### src/rtl/lcd_frame_writer.sv
// rtl/lcd_frame_writer.sv - HD44780 8-bit two-row frame writer with power-up init sequence
// Define LCD_REFRESH_EN to rewrite the frame continuously from a pending buffer.
module lcd_frame_writer #(
  parameter int TIME_20MS  = 1_000_000,
  parameter int TIME_500HZ = 100_000
) (
  input  logic         CLK,
  input  logic         RST,
  input  logic [127:0] ROW1,
  input  logic [127:0] ROW2,
  input  logic         LOAD,
  output logic         READY,
  output logic         LCD_E,
  output logic         LCD_RS,
  output logic [7:0]   LCD_DATA
);

  localparam int CW = (TIME_500HZ > 2) ? $clog2(TIME_500HZ) : 1;
  localparam int PW = $clog2(TIME_20MS + 1);
  localparam logic [CW-1:0] SLOT_LAST = CW'(TIME_500HZ - 1);
  localparam logic [CW-1:0] E_LAST    = CW'(TIME_500HZ / 2 - 1);
  localparam logic [PW-1:0] PWR_LAST  = PW'(TIME_20MS - 1);
  localparam logic [127:0]  SPACES    = {16{8'h20}};

  typedef enum logic [2:0] {PWR_WAIT, INIT, IDLE, ADDR1, CHR1, ADDR2, CHR2} state_t;

  state_t         state;
  logic [PW-1:0]  pwr_cnt;
  logic [CW-1:0]  slot_cnt;
  logic [3:0]     idx;
  logic [127:0]   shadow1;
  logic [127:0]   shadow2;
`ifdef LCD_REFRESH_EN
  logic [127:0]   pend1;
  logic [127:0]   pend2;
`endif

  // Column 0 lives in the top byte, so the byte offset is (15 - col).
  function automatic logic [7:0] col_byte(input logic [127:0] row, input logic [3:0] col);
    return row[{~col, 3'b000} +: 8];
  endfunction

  function automatic logic [7:0] init_cmd(input logic [2:0] i);
    case (i)
      3'd0:    return 8'h38;
      3'd1:    return 8'h08;
      3'd2:    return 8'h01;
      3'd3:    return 8'h06;
      default: return 8'h0C;
    endcase
  endfunction

  always_ff @(posedge CLK or posedge RST) begin
    if (RST) begin
      state    <= PWR_WAIT;
      pwr_cnt  <= '0;
      slot_cnt <= '0;
      idx      <= '0;
      shadow1  <= SPACES;
      shadow2  <= SPACES;
`ifdef LCD_REFRESH_EN
      pend1    <= SPACES;
      pend2    <= SPACES;
`endif
      READY    <= 1'b0;
      LCD_E    <= 1'b0;
      LCD_RS   <= 1'b0;
      LCD_DATA <= 8'h00;
    end else begin
`ifdef LCD_REFRESH_EN
      if (LOAD && READY) begin
        pend1 <= ROW1;
        pend2 <= ROW2;
      end
`endif
      case (state)
        PWR_WAIT: begin
          if (pwr_cnt == PWR_LAST) begin
            state    <= INIT;
            slot_cnt <= '0;
            idx      <= '0;
            LCD_RS   <= 1'b0;
            LCD_DATA <= init_cmd(3'd0);
          end else begin
            pwr_cnt <= pwr_cnt + 1'b1;
          end
        end

        IDLE: begin
          if (LOAD && READY) begin
            shadow1  <= ROW1;
            shadow2  <= ROW2;
            state    <= ADDR1;
            slot_cnt <= '0;
            LCD_RS   <= 1'b0;
            LCD_DATA <= 8'h80;
`ifndef LCD_REFRESH_EN
            READY    <= 1'b0;
`endif
          end
        end

        // Every remaining state is slot-driven: bus changes only when a new slot begins.
        default: begin
          if (slot_cnt != SLOT_LAST) begin
            slot_cnt <= slot_cnt + 1'b1;
            LCD_E    <= (slot_cnt < E_LAST);
          end else begin
            slot_cnt <= '0;
            LCD_E    <= 1'b0;
            case (state)
              INIT: begin
                if (idx == 4'd4) begin
                  state <= IDLE;
                  READY <= 1'b1;
                end else begin
                  idx      <= idx + 4'd1;
                  LCD_DATA <= init_cmd(idx[2:0] + 3'd1);
                end
              end
              ADDR1: begin
                state    <= CHR1;
                idx      <= '0;
                LCD_RS   <= 1'b1;
                LCD_DATA <= col_byte(shadow1, 4'd0);
              end
              CHR1: begin
                if (idx == 4'd15) begin
                  state    <= ADDR2;
                  LCD_RS   <= 1'b0;
                  LCD_DATA <= 8'hC0;
                end else begin
                  idx      <= idx + 4'd1;
                  LCD_DATA <= col_byte(shadow1, idx + 4'd1);
                end
              end
              ADDR2: begin
                state    <= CHR2;
                idx      <= '0;
                LCD_RS   <= 1'b1;
                LCD_DATA <= col_byte(shadow2, 4'd0);
              end
              CHR2: begin
                if (idx == 4'd15) begin
`ifdef LCD_REFRESH_EN
                  state    <= ADDR1;
                  shadow1  <= pend1;
                  shadow2  <= pend2;
                  LCD_RS   <= 1'b0;
                  LCD_DATA <= 8'h80;
`else
                  state    <= IDLE;
                  READY    <= 1'b1;
`endif
                end else begin
                  idx      <= idx + 4'd1;
                  LCD_DATA <= col_byte(shadow2, idx + 4'd1);
                end
              end
              default: ;
            endcase
          end
        end
      endcase
    end
  end

endmodule

### config.mk
export PLATFORM = sky130hd
export DESIGN_NAME = lcd_frame_writer
export DESIGN_NICKNAME = d
export VERILOG_FILES = /design/src/rtl/lcd_frame_writer.sv
export SDC_FILE = /design/constraint.sdc
export NUM_CORES = 1
export LEC_CHECK = 0
export BUFFER_PORTS_ARGS = -buffer_cell sky130_fd_sc_hd__buf_4
export CAP_MARGIN = 20
export CORE_UTILIZATION = 50
export CTS_BUF_LIST = sky130_fd_sc_hd__clkbuf_2
export DETAILED_ROUTE_END_ITERATION = 10
export HOLD_SLACK_MARGIN = 0.02
export PLACE_DENSITY_LB_ADDON = 0.2
export SLEW_MARGIN = 20
export SYNTH_ARGS = -nofsm -noshare
export SYNTH_HDL_FRONTEND = slang
export SYNTH_SLANG_ARGS = --single-unit
### constraint.sdc
create_clock -name CLK -period 9.5 [get_ports CLK]
set_input_delay 0.95 -clock CLK [delete_from_list [all_inputs] [get_ports CLK]]
set_output_delay 0.95 -clock CLK [all_outputs]
set_load 0.01 [all_outputs]
After elaboration in Yosys (flattened, before gate mapping)
Cells that the tools add are included.
{"block": "word_totals", "reg_bits": 311, "inputBits": 259, "output_inout_bits": 11}
{"block": "op_classes", "add_sub_neg": 4, "n_lt_le_gt_ge": 1, "eq_ne": 27, "shift": 2, "mux": 39, "bitwise": 4, "n_reduce_logical": 18}
{"operator": "128-bit by 8-bit indexed part select with 8-bit output", "count": 2}
{"operator": "17-bit two-way mux", "count": 3}
{"operator": "8-bit two-way mux", "count": 6}
{"operator": "8-bit one-hot mux with 5 select lines", "count": 1}
{"operator": "17-bit one-hot mux with 2 select lines", "count": 1}
{"operator": "6-bit one-hot mux with 4 select lines", "count": 1}
{"operator": "20-bit by 1-bit adder with 20-bit output, second input constant", "count": 1}
{"operator": "20-bit equality test, second input constant", "count": 1}
{"operator": "3-bit two-way mux", "count": 6}
{"operator": "6-bit AND reduction", "count": 3}
{"operator": "17-bit by 1-bit adder with 17-bit output, second input constant", "count": 1}
{"operator": "17-bit by 16-bit less-than comparator with 1-bit output, second input constant", "count": 1}
{"operator": "17-bit inequality test, second input constant", "count": 1}
{"operator": "4-bit two-way mux", "count": 4}
{"operator": "8-bit one-hot mux with 2 select lines", "count": 1}
{"operator": "3-bit one-hot mux with 5 select lines", "count": 1}
{"operator": "3-bit by 2-bit equality test with 1-bit output, second input constant", "count": 4}
{"operator": "4-bit inequality test, second input constant", "count": 3}
{"operator": "4-bit one-hot mux with 3 select lines", "count": 1}
{"operator": "3-bit equality test, second input constant", "count": 3}
{"operator": "1-bit two-way mux", "count": 8}
{"operator": "4-bit by 2-bit inequality test with 1-bit output, second input constant", "count": 2}
{"operator": "1-bit one-hot mux with 2 select lines", "count": 4}
{"operator": "4-bit one-hot mux with 2 select lines", "count": 1}
{"operator": "22 further kinds", "count": 35}

Longest topological paths before layout
Gate-level depths: netlist (run 1).
{"block": "logic_depth", "depth_word": 7, "depth_mapped": 13}

Least setup slack after synthesis (run 1)
OpenSTA, ideal clock, no wires.
{"block": "synth_path", "path_kind": "register to register", "start": "register idx[0]", "end": "register LCD_DATA[0]", "setup_ps": 126, "arrival_time_ps": 3335, "required_time_ps": 9374, "slack_ps": 6039, "stages_incl_launch_ff": 13, "path_cell_list": "dfrtp_1 -> buf_2 -> buf_2 -> buf_2 -> inv_1 -> ha_1 -> clkbuf_1 -> clkbuf_1 -> clkbuf_1 -> mux4_2 -> a22oi_1 -> a21boi_0 -> a221o_1"}
{"block": "synth_between", "elab_chain_len": 7, "elab_cells_between_ends": 21, "classes_between": "add/sub: 2; eq/ne: 7; shift: 2; mux: 7; bitwise: 1; reduce/logical: 2"}
{"element": "start, declared", "line": "30", "rtl": "logic [3:0] idx;"}
{"element": "start signal, assigned", "line": "117", "rtl": "idx <= idx + 4'd1;"}
{"element": "start signal, assigned", "line": "133", "rtl": "idx <= idx + 4'd1;"}
{"element": "start signal, assigned", "line": "156", "rtl": "idx <= idx + 4'd1;"}
{"element": "4-bit by 1-bit adder with 4-bit output / 3-bit by 1-bit adder with 3-bit output (equally long branches)", "line": "134, 157, 118"}
{"element": "4-bit inverter (tied with other cells)", "line": "40", "rtl": "return row[{~col, 3'b000} +: 8];"}
{"element": "128-bit by 8-bit indexed part select with 8-bit output / 6-bit one-hot mux with 4 select lines (equally long branches)", "line": "40, 44"}
{"element": "8-bit two-way mux, on equally long branches", "line": "144, 113, 128"}
{"element": "8-bit one-hot mux with 5 select lines", "line": "111", "rtl": "case (state)"}
{"element": "8-bit two-way mux", "line": "105", "rtl": "if (slot_cnt != SLOT_LAST) begin"}
{"element": "8-bit one-hot mux with 2 select lines", "line": "76", "rtl": "case (state)"}
{"element": "end signal, assigned", "line": "83", "rtl": "LCD_DATA <= init_cmd(3'd0);"}
{"element": "end signal, assigned", "line": "118", "rtl": "LCD_DATA <= init_cmd(idx[2:0] + 3'd1);"}
{"element": "end signal, assigned", "line": "141", "rtl": "LCD_DATA <= col_byte(shadow2, 4'd0);"}
{"element": "end, declared", "line": "15", "rtl": "output logic [7:0] LCD_DATA"}
Parallel ways exist; a longest one is shown, timed or not. The select of a mux whose other input is x is not followed.
A chain may end at the register's enable or synchronous reset.

Worst setup path in the final report (run 1)
{"block": "layout_path", "start": "register idx[0]", "end": "register LCD_DATA[3]"}
The elaborated chain is that of the path after synthesis.

==> results of run 1 <==
## sequential cells by signal, indices dropped and copies added, names as in the netlist
name	count
shadow1	128
shadow2	128
pwr_cnt	20
slot_cnt	17
LCD_DATA	8
idx	4
state	3
LCD_E	1
LCD_RS	1
READY	1
## where the power goes
group / switching [mW] / internal (mW) / leakage (nW) / total (mW)
Clock: 0.558 / 0.361 / 0.553 / 0.919
Sequential: 0 / 1.32 / 4.16 / 1.32
Combinational: 0.0435 / 0.0676 / 3.83 / 0.111
## through the flow
step / std cells / worst slack [ps] / area (um^2) / power (mW) / hold slack, ps
5_1_grt: 1834 / 5620 / 17800 / 2.47 / 202
4_1_cts: 1832 / 5780 / 17800 / 2.39 / 193
6_report: 1834 / 5810 / 17800 / 2.35 / 278
3_3_place_gp: 1685 / 5880 / 17000 / 1.46 / 458
2_1_floorplan: 1082 / 1.86 / 14700 / 1.37 / 438
3_5_place_dp: 1685 / 5800 / 17000 / 1.46 / 460
## metal layers
metal | wire [um] | global-route usage (%) | part of all wire (%) | vias up
met5 | 0 | 0 | 0 | -
met4 | 1290 | 11.7 | 3.4 | 0
met3 | 2570 | 7.15 | 6.8 | 87
met2 | 18300 | 40.6 | 49 | 357
met1 | 15500 | 33.7 | 41 | 5262
li1 | - | - | - | 4686
## cells in the final DEF (no fill, tap or decap), types with 4 or more instances in the layout
cell type	instances
clkbuf_2	117
inv_1	6
a211o_1	4
a211oi_1	4
nand2_1	84
nand3_1	32
dfrtp_1	278
nor2b_1	7
mux2_2	256
clkinv_1	23
nor2_1	35
buf_4	283
ha_1	7
nand4_1	17
a31oi_1	10
xor2_1	8
mux2i_1	17
and3_1	9
xnor2_1	18
mux4_2	55
dfstp_2	32
a22o_1	4
o31ai_1	5
a221o_1	4
a22oi_1	10
a21oi_1	13
a21boi_0	4
o21ai_0	23
nor3_1	15
## final cells by class
class	count	area, um^2
diodes	2	5.00
well taps	384	480
flip-flops and latches	311	7830
clock buffers	117	586
repair buffers	283	2120
inverters	7	33.8
fillers	2329	11000
multi-input cells	700	6580
clock inverters	30	158
## worst max-delay path by stage
stage / start / to / slack, ps / depth (start not counted)
after floorplan: RST / LCD_DATA[0] / 2 / 1
after CTS: idx[0] / LCD_DATA[3] / 5780 / 8
final: idx[0] / LCD_DATA[3] / 5810 / 8
after global placement: idx[0] / LCD_DATA[3] / 5880 / 8
after detailed placement: idx[0] / LCD_DATA[3] / 5800 / 8
after global routing: state[2] / shadow2[27] / 5620 / 6
## kinds of logic (layout without fill, tap and decap cells)
| logic type | after synthesis | count (layout) |
|---|---|---|
| XOR/XNOR | 28 | 28 |
| AND/OR/NAND/NOR | 226 | 226 |
| other | 0 | 2 |
| flip-flops | 311 | 311 |
| multiplexers | 328 | 328 |
| AO/OA/AOI/OAI | 110 | 110 |
| adder cells (fa/ha/maj) | 8 | 8 |
| buffers and inverters | 71 | 437 |
==> impl_metrics.py, run 1 <==
metrics = {
    "logic_synthesis": {
        "synthCells": 1082,
        "synth.top_cell.area_share_pct": 47.6,
        "synth_edf_count": 0,
        "muxShareOfSynthArea_pct": 29.2,
        "ys_warn_count": 0,
        "synth.most_common_cell": "dfrtp_1",
        "synthesis.area_mm2": 0.0147,
        "synthArstFlopShare_pct": 100,
        "synth_common_cells": "279 x dfrtp_1, 256 x mux2_2, 84 x nand2_1",
        "synth_xor_area_share_pct": 1.67,
        "synth_seq_cells": 311,
        "synth_cell_types": 62,
        "synth-simple-area-share_pct": 7.52,
        "synth_compound_area_share_pct": 5.37,
        "synth_flop_cell": "dfrtp_1",
        "synth.area.top_cells": "dfrtp_1 48%, mux2_2 20%, mux4_2 8.4%, dfstp_2 5.7%, nand2_1 2.1%",
        "synth_top_family_by_area": "multiplexers",
        "syn-num-nets": 1349,
        "synth_top_area_cell": "dfrtp_1",
        "avgSynthCellArea_um2": 13.6,
        "synth_adder_area_share_pct": 0.682,
        "ys_seq_area_share_pct": 53.3,
    },
    "sta": {
        "slew-limit-headroom_pct": 34.6,
        "period_minus_slack_ps": 3690,
        "tightest_slew_ps": 981,
        "max_freq_mhz": 271,
        "timing.setup.tns_ps": 0,
        "min_period_over_period_pct": 38.8,
        "fin_worst_skew_ps": 59.0,
        "hold_viol": 0,
        "slew_viol_final": 0,
        "setup_violations": 0,
        "rsz0062_at_grt": "no",
    },
    "setup_path": {
        "crit_path_max_incr_delay_ps": 940,
        "critPathRequiredTime_ps": 10250,
        "critical_path_arrival_ps": 4430,
        "r2r_end": "LCD_DATA[3]",
        "path_class": "flop to flop",
        "cp_cell_sequence": "inv_1 > ha_4 > mux4_2 > mux2_2 > and3_1 > a41oi_1 > a2111oi_2 > a221o_1",
        "critPathBufInv": 1,
        "worstRegToRegCells": 8,
        "crit_slowest_cell": "ha_4",
        "start_kind": "flop",
        "endpoint_kind": "flop",
        "cp_max_fo": 60,
        "timing.rr.start": "idx[0]",
        "rrSetupSlack_ps": 5810,
        "cp_top_family": "adder cells",
    },
    "pwr": {
        "powerDensity_mw_per_mm2": 132,
        "cellLeakagePower_nw": 8.54,
        "vdd_ir_drop_max_mv": 0.0848,
    },
    "cells_and_area": {
        "utilization_pct": 61.8,
        "area_growth_pct": 21.2,
        "final_nets": 1651,
        "drive_above_1_share_pct": 52.8,
    },
    "drt": {
        "vias_per_cell": 5.67,
        "wirelength_um": 37700,
        "vias": 10392,
        "drt-wirelength-per-cell_um": 20.6,
        "ant_nets": 0,
        "drc": 0,
        "first_pass_iters": 5,
        "drt_iter0_markers": 737,
    },
    "cts": {
        "cts_resized": 0,
        "cts_setup_buffers": 0,
        "clk_path_buf_depth": 3,
        "path_clk_slew_ps": 110,
        "clk_latency_ps": 890,
        "cts_tree": "done",
        "cts_root_buffer": "clkbuf_2",
        "htreeDepth": 3,
        "cts.hold.buffers_added": 0,
        "numCtsBuffers": 81,
        "cts_num_sinks": 311,
    },
    "global_route": {
        "grtUsageTotal_pct": 25.9,
        "grt_overflow": 0,
        "antenna_found_initial": 2,
        "grt_max_degree": 135,
        "grt_pass1_wl_um": 60200,
        "first_global_vias": 10818,
    },
    "placed_design": {
        "finalWeightedCongestion": 0.900,
        "place_hpwl_um": 26600,
        "port-buffer-count": 269,
    },
    "hold_path": {
        "hold_path.class": "input port to asynchronous set/reset pin",
    },
    "die": {
        "fp.coreArea_mm2": 0.0288,
        "die_w_um": 173,
        "num_io_pins": 270,
        "floorplan.initialDensity_pct": 51.0,
        "rows": 62,
        "die_h_um": 173,
        "dieArea_mm2": 0.0300,
    },
    "run": {
        "drv_cap": 0,
    },
    "run_status": {
        "status": "completed",
    },
}
No activity file was read; power rests on OpenSTA's default activity.
==> run 2: changes to the inputs <==
Clock period 9.5 ns to 3.5 ns, I/O delays scaled along.
==> run 2 against run 1 <==
Total power grew to 2.9 times the previous value. Non-clock buffer count is 276 higher. Clock-buffer cell count increased by 14. Global-route usage grew 5.0 points. Via count is 13% higher. Setup slack lost 5300 ps. Critical endpoint is now LCD_DATA[0]. Critical path type unchanged.
==> impl_metrics.py, run 2 (synthesized netlist as in run 1, its figures left out) <==
metrics = {
    "setup_path": {
        "crit_slowest_cell": "xnor2_2",
        "rrSetupSlack_ps": 510,
        "cp_top_family": "compound AO/OA/AOI/OAI gates",
        "crit_path_max_incr_delay_ps": 660,
        "path_class": "flop to flop",
        "critPathRequiredTime_ps": 4250,
        "cp_cell_sequence": "ha_1 > xnor2_2 > buf_4 > mux2i_1 > a32oi_1 > a31oi_1 > nor3_1 > a221o_1",
        "critPathBufInv": 1,
        "start_kind": "flop",
        "worstRegToRegCells": 8,
        "critical_path_arrival_ps": 3730,
        "timing.rr.start": "idx[0]",
        "cp_max_fo": 12,
        "endpoint_kind": "flop",
        "r2r_end": "LCD_DATA[0]",
    },
    "sta": {
        "timing.setup.tns_ps": 0,
        "fin_worst_skew_ps": 115,
        "slew_viol_final": 0,
        "max_freq_mhz": 335,
        "hold_viol": 0,
        "tightest_slew_ps": 897,
        "rsz0062_at_grt": "no",
        "min_period_over_period_pct": 85.3,
        "period_minus_slack_ps": 2990,
        "setup_violations": 0,
        "slew-limit-headroom_pct": 39.4,
    },
    "cells_and_area": {
        "layout_commonest_cell": "buf_4",
        "final_cells": 2120,
        "area_growth_pct": 41.0,
        "final_nets": 1928,
        "most-common-layout-cells": "292 x buf_4, 278 x dfrtp_1, 258 x dlygate4sd3_1, 256 x mux2_2, 131 x clkbuf_2",
        "reg_top3": "shadow1 x128, shadow2 x128, pwr_cnt x20",
        "drive_above_1_share_pct": 46.2,
    },
    "die": {
        "floorplan.initialDensity_pct": 51.0,
        "rows": 62,
        "die_w_um": 173,
        "die_h_um": 173,
        "dieArea_mm2": 0.0300,
        "fp.coreArea_mm2": 0.0288,
        "num_io_pins": 270,
    },
    "hold_path": {
        "hold_depth": 6,
        "min_from": "LOAD",
        "hold_end": "shadow1[127]",
        "hold_path.class": "input port to flop",
    },
    "drt": {
        "drt-wirelength-per-cell_um": 21.4,
        "first_pass_iters": 5,
        "vias_per_cell": 5.52,
        "vias": 11702,
        "drc": 0,
        "drt_iter0_markers": 743,
        "ant_nets": 0,
        "wirelength_um": 45400,
    },
    "global_route": {
        "grt_pass1_wl_um": 70900,
        "grt_overflow": 0,
        "first_global_vias": 12695,
        "antenna_found_initial": 7,
        "grtUsageTotal_pct": 30.9,
        "grt_max_degree": 92,
    },
    "cts": {
        "cts_resized": 0,
        "path_clk_slew_ps": 100,
        "cts_root_buffer": "clkbuf_2",
        "cts_num_sinks": 311,
        "cts.hold.buffers_added": 257,
        "cts_tree": "done",
        "cts_setup_buffers": 0,
        "htreeDepth": 3,
        "clk_latency_ps": 950,
        "clk_path_buf_depth": 3,
        "numCtsBuffers": 82,
    },
    "pwr": {
        "powerDensity_mw_per_mm2": 335,
        "finalPower_mw": 6.93,
        "vdd_ir_drop_max_mv": 0.376,
        "cellLeakagePower_nw": 9.80,
    },
    "placed_design": {
        "port-buffer-count": 269,
        "place_inst": 1702,
        "place_hpwl_um": 28300,
        "finalWeightedCongestion": 0.932,
    },
    "run": {
        "drv_cap": 0,
    },
    "run_status": {
        "status": "completed",
    },
}
## run 2: through the flow
stage	setup WS [ps]	area, um^2	hold WS [ps]	util [%]
2_1_floorplan	-965	14700	438	-
3_5_place_dp	501	17300	471	60.0
4_1_cts	480	20600	77.6	71.8
5_1_grt	423	20700	115	71.9
3_3_place_gp	531	17300	453	60.0
6_report	514	20700	168	71.9
## run 2: power by group
group	total, mW	switching [mW]	internal [mW]	leakage [nW]
clock network	2.76	1.62	1.15	0.616
logic	0.571	0.188	0.383	5.03
registers	3.59	0	3.59	4.16
total	6.93	1.80	5.12	9.80
## run 2: how the worst max path moves through the flow
stage           start     endpoint  slack, ps  cells past startpoint
2_1_floorplan     RST  LCD_DATA[0]       -960                      1
3_3_place_gp   idx[0]  LCD_DATA[0]        530                      8
3_5_place_dp   idx[0]  LCD_DATA[0]        500                      8
4_1_cts        idx[0]  LCD_DATA[0]        480                      8
5_1_grt        idx[0]  LCD_DATA[0]        420                      8
6_report       idx[0]  LCD_DATA[0]        510                      8
## run 2: worst reg2reg max path, stage by stage (launching register included)
cell and delay [ps]:
dfrtp_4 500, ha_1 340, xnor2_2 660, buf_4 340, mux2i_1 300, a32oi_1 100
a31oi_1 300, nor3_1 100, a221o_1 270
## run 2: layout make-up
| class | instances | area (um^2) |
|---|---|---|
| well taps | 384 | 480 |
| diodes | 7 | 17.5 |
| repair buffers | 559 | 4950 |
| flip-flops and latches | 311 | 7830 |
| fillers | 1921 | 8080 |
| multi-input cells | 700 | 6580 |
| inverters | 7 | 30.0 |
| clock inverters | 21 | 158 |
| clock buffers | 131 | 656 |
## run 2: routing by layer
metal / part of all wire [%] / global-route usage [%] / wire length, um
met5: 0.042 / 0 / 19
met4: 4.0 / 14.3 / 1820
met3: 5.7 / 6.64 / 2560
met2: 52 / 52.3 / 23400
met1: 39 / 37.8 / 17600
==> run 3: changes to the inputs <==
Clock period 3.5 ns to 3.4 ns, I/O delays scaled along.
==> run 3 against run 2 <==
Critical path depth decreased by 3. Highest routed layer is now met4. Combinational power rose by 1%. Largest power group unchanged. Global-route usage shrank 0.57 points. Clock-buffer cell count shrank 3. Register-to-register slack worse by 150 ps. Sequential share of layout area increased by 0.13 points. Final cell count shrank 0.14%. Via count is 0.62% lower. Largest cell class unchanged.
==> impl_metrics.py, run 3 (synthesized netlist as in run 1, its figures left out) <==
metrics = {
    "run_status": {
        "status": "completed",
    },
    "drt": {
        "wirelength_um": 44000,
        "drc": 0,
        "vias_per_cell": 5.49,
        "drt_iter0_markers": 923,
        "ant_nets": 0,
        "drt-wirelength-per-cell_um": 20.8,
        "first_pass_iters": 5,
        "vias": 11630,
    },
    "sta": {
        "hold_viol": 0,
        "slew_viol_final": 0,
        "min_period_over_period_pct": 89.3,
        "slew-limit-headroom_pct": 34.2,
        "fin_worst_skew_ps": 90.6,
        "worst_slack_ps": 364,
        "rsz0062_at_grt": "no",
        "max_freq_mhz": 329,
        "setup_violations": 0,
        "tightest_slew_ps": 988,
        "period_minus_slack_ps": 3040,
    },
    "global_route": {
        "grt_max_degree": 134,
        "grt_pass1_wl_um": 70600,
        "grtUsageTotal_pct": 30.3,
        "grt.met1_usage_pct": 38.1,
        "met2_usage_pct": 51.4,
        "grt_overflow": 0,
        "first_global_vias": 12858,
        "grt-busiest-layer": "met2",
        "met3_usage_pct": 5.86,
        "antenna_found_initial": 5,
    },
    "cells_and_area": {
        "layout_commonest_cell": "buf_4",
        "reg_top3": "shadow1 x128, shadow2 x128, pwr_cnt x20",
        "final_cells": 2117,
        "drive_above_1_share_pct": 46.0,
        "area_growth_pct": 40.6,
        "most-common-layout-cells": "294 x buf_4, 278 x dfrtp_1, 257 x dlygate4sd3_1, 256 x mux2_2, 128 x clkbuf_2",
        "final_nets": 1928,
        "utilization_pct": 71.7,
    },
    "die": {
        "fp.coreArea_mm2": 0.0288,
        "dieArea_mm2": 0.0300,
        "floorplan.initialDensity_pct": 51.0,
        "rows": 62,
        "num_io_pins": 270,
        "die_h_um": 173,
        "die_w_um": 173,
    },
    "setup_path": {
        "endpoint_kind": "flop",
        "critical_path_arrival_ps": 3790,
        "start_kind": "flop",
        "path_class": "flop to flop",
        "cp_max_fo": 20,
        "critPathRequiredTime_ps": 4150,
    },
    "cts": {
        "path_clk_slew_ps": 100,
        "cts_resized": 0,
        "cts_setup_buffers": 0,
        "numCtsBuffers": 83,
        "clk_path_buf_depth": 3,
        "cts_num_sinks": 311,
        "htreeDepth": 3,
        "cts_root_buffer": "clkbuf_2",
        "clk_latency_ps": 930,
        "cts.hold.buffers_added": 257,
        "cts_tree": "done",
    },
    "placed_design": {
        "place_hpwl_um": 28000,
        "place_inst": 1703,
        "pre_cts_slack_ps": 521,
        "port-buffer-count": 269,
        "finalWeightedCongestion": 0.931,
    },
    "pwr": {
        "vdd_ir_drop_max_mv": 0.292,
        "finalPower_mw": 6.99,
        "cellLeakagePower_nw": 9.76,
        "powerDensity_mw_per_mm2": 339,
    },
    "hold_path": {
        "hold_path.class": "input port to flop",
    },
    "run": {
        "drv_cap": 0,
    },
}
-- run 3: critical path: stages, from the launching register on --
cell and delay [ps]:
dfrtp_1 790, nor2b_1 350, or2_2 410, o311ai_0 850, a21oi_1 180, a221o_1 370
-- run 3: final cells by class --
type                    count  area (um^2)
fillers                  1944         8150
flip-flops and latches    311         7830
inverters                   7         30.0
clock buffers             128          641
clock inverters            24          143
well taps                 384          480
multi-input cells         700         6580
repair buffers            558         4920
diodes                      5         12.5
-- run 3: power breakdown --
group	switching, mW	leakage, nW	total, mW	internal, mW
Combinational	0.191	5.01	0.577	0.385
Clock	1.63	0.596	2.72	1.09
Sequential	0	4.16	3.70	3.70
Total	1.82	9.76	6.99	5.17
-- run 3: worst paths after layout --
| check | from | end | slack, ps | depth (start not counted) |
|---|---|---|---|---|
| setup reg to reg | state[1] | LCD_DATA[3] | 360 | 5 |
| hold reg to reg | pwr_cnt[18] | pwr_cnt[18] | 500 | 1 |
| setup / recovery | state[1] | LCD_DATA[3] | 360 | 5 |
| max in group asynchronous | RST | shadow1[113] | 2300 | 4 |
| hold / removal | LOAD | READY | 140 | 5 |
| min in group asynchronous | RST | shadow2[57] | 190 | 4 |
-- run 3: through the flow --
stage	hold slack (ps)	cell area [um^2]	TNS, ps
after floorplan	438	14700	-294290
after global placement	466	17300	0
after detailed placement	483	17300	0
after CTS	59.9	20600	0
after global routing	124	20600	0
final	141	20600	0
-- run 3: routing by layer --
layer,vias to the layer above,routed length [um]
li1,5239,-
met1,5886,17600
met2,401,22400
met3,104,2470
met4,0,1490
met5,-,0
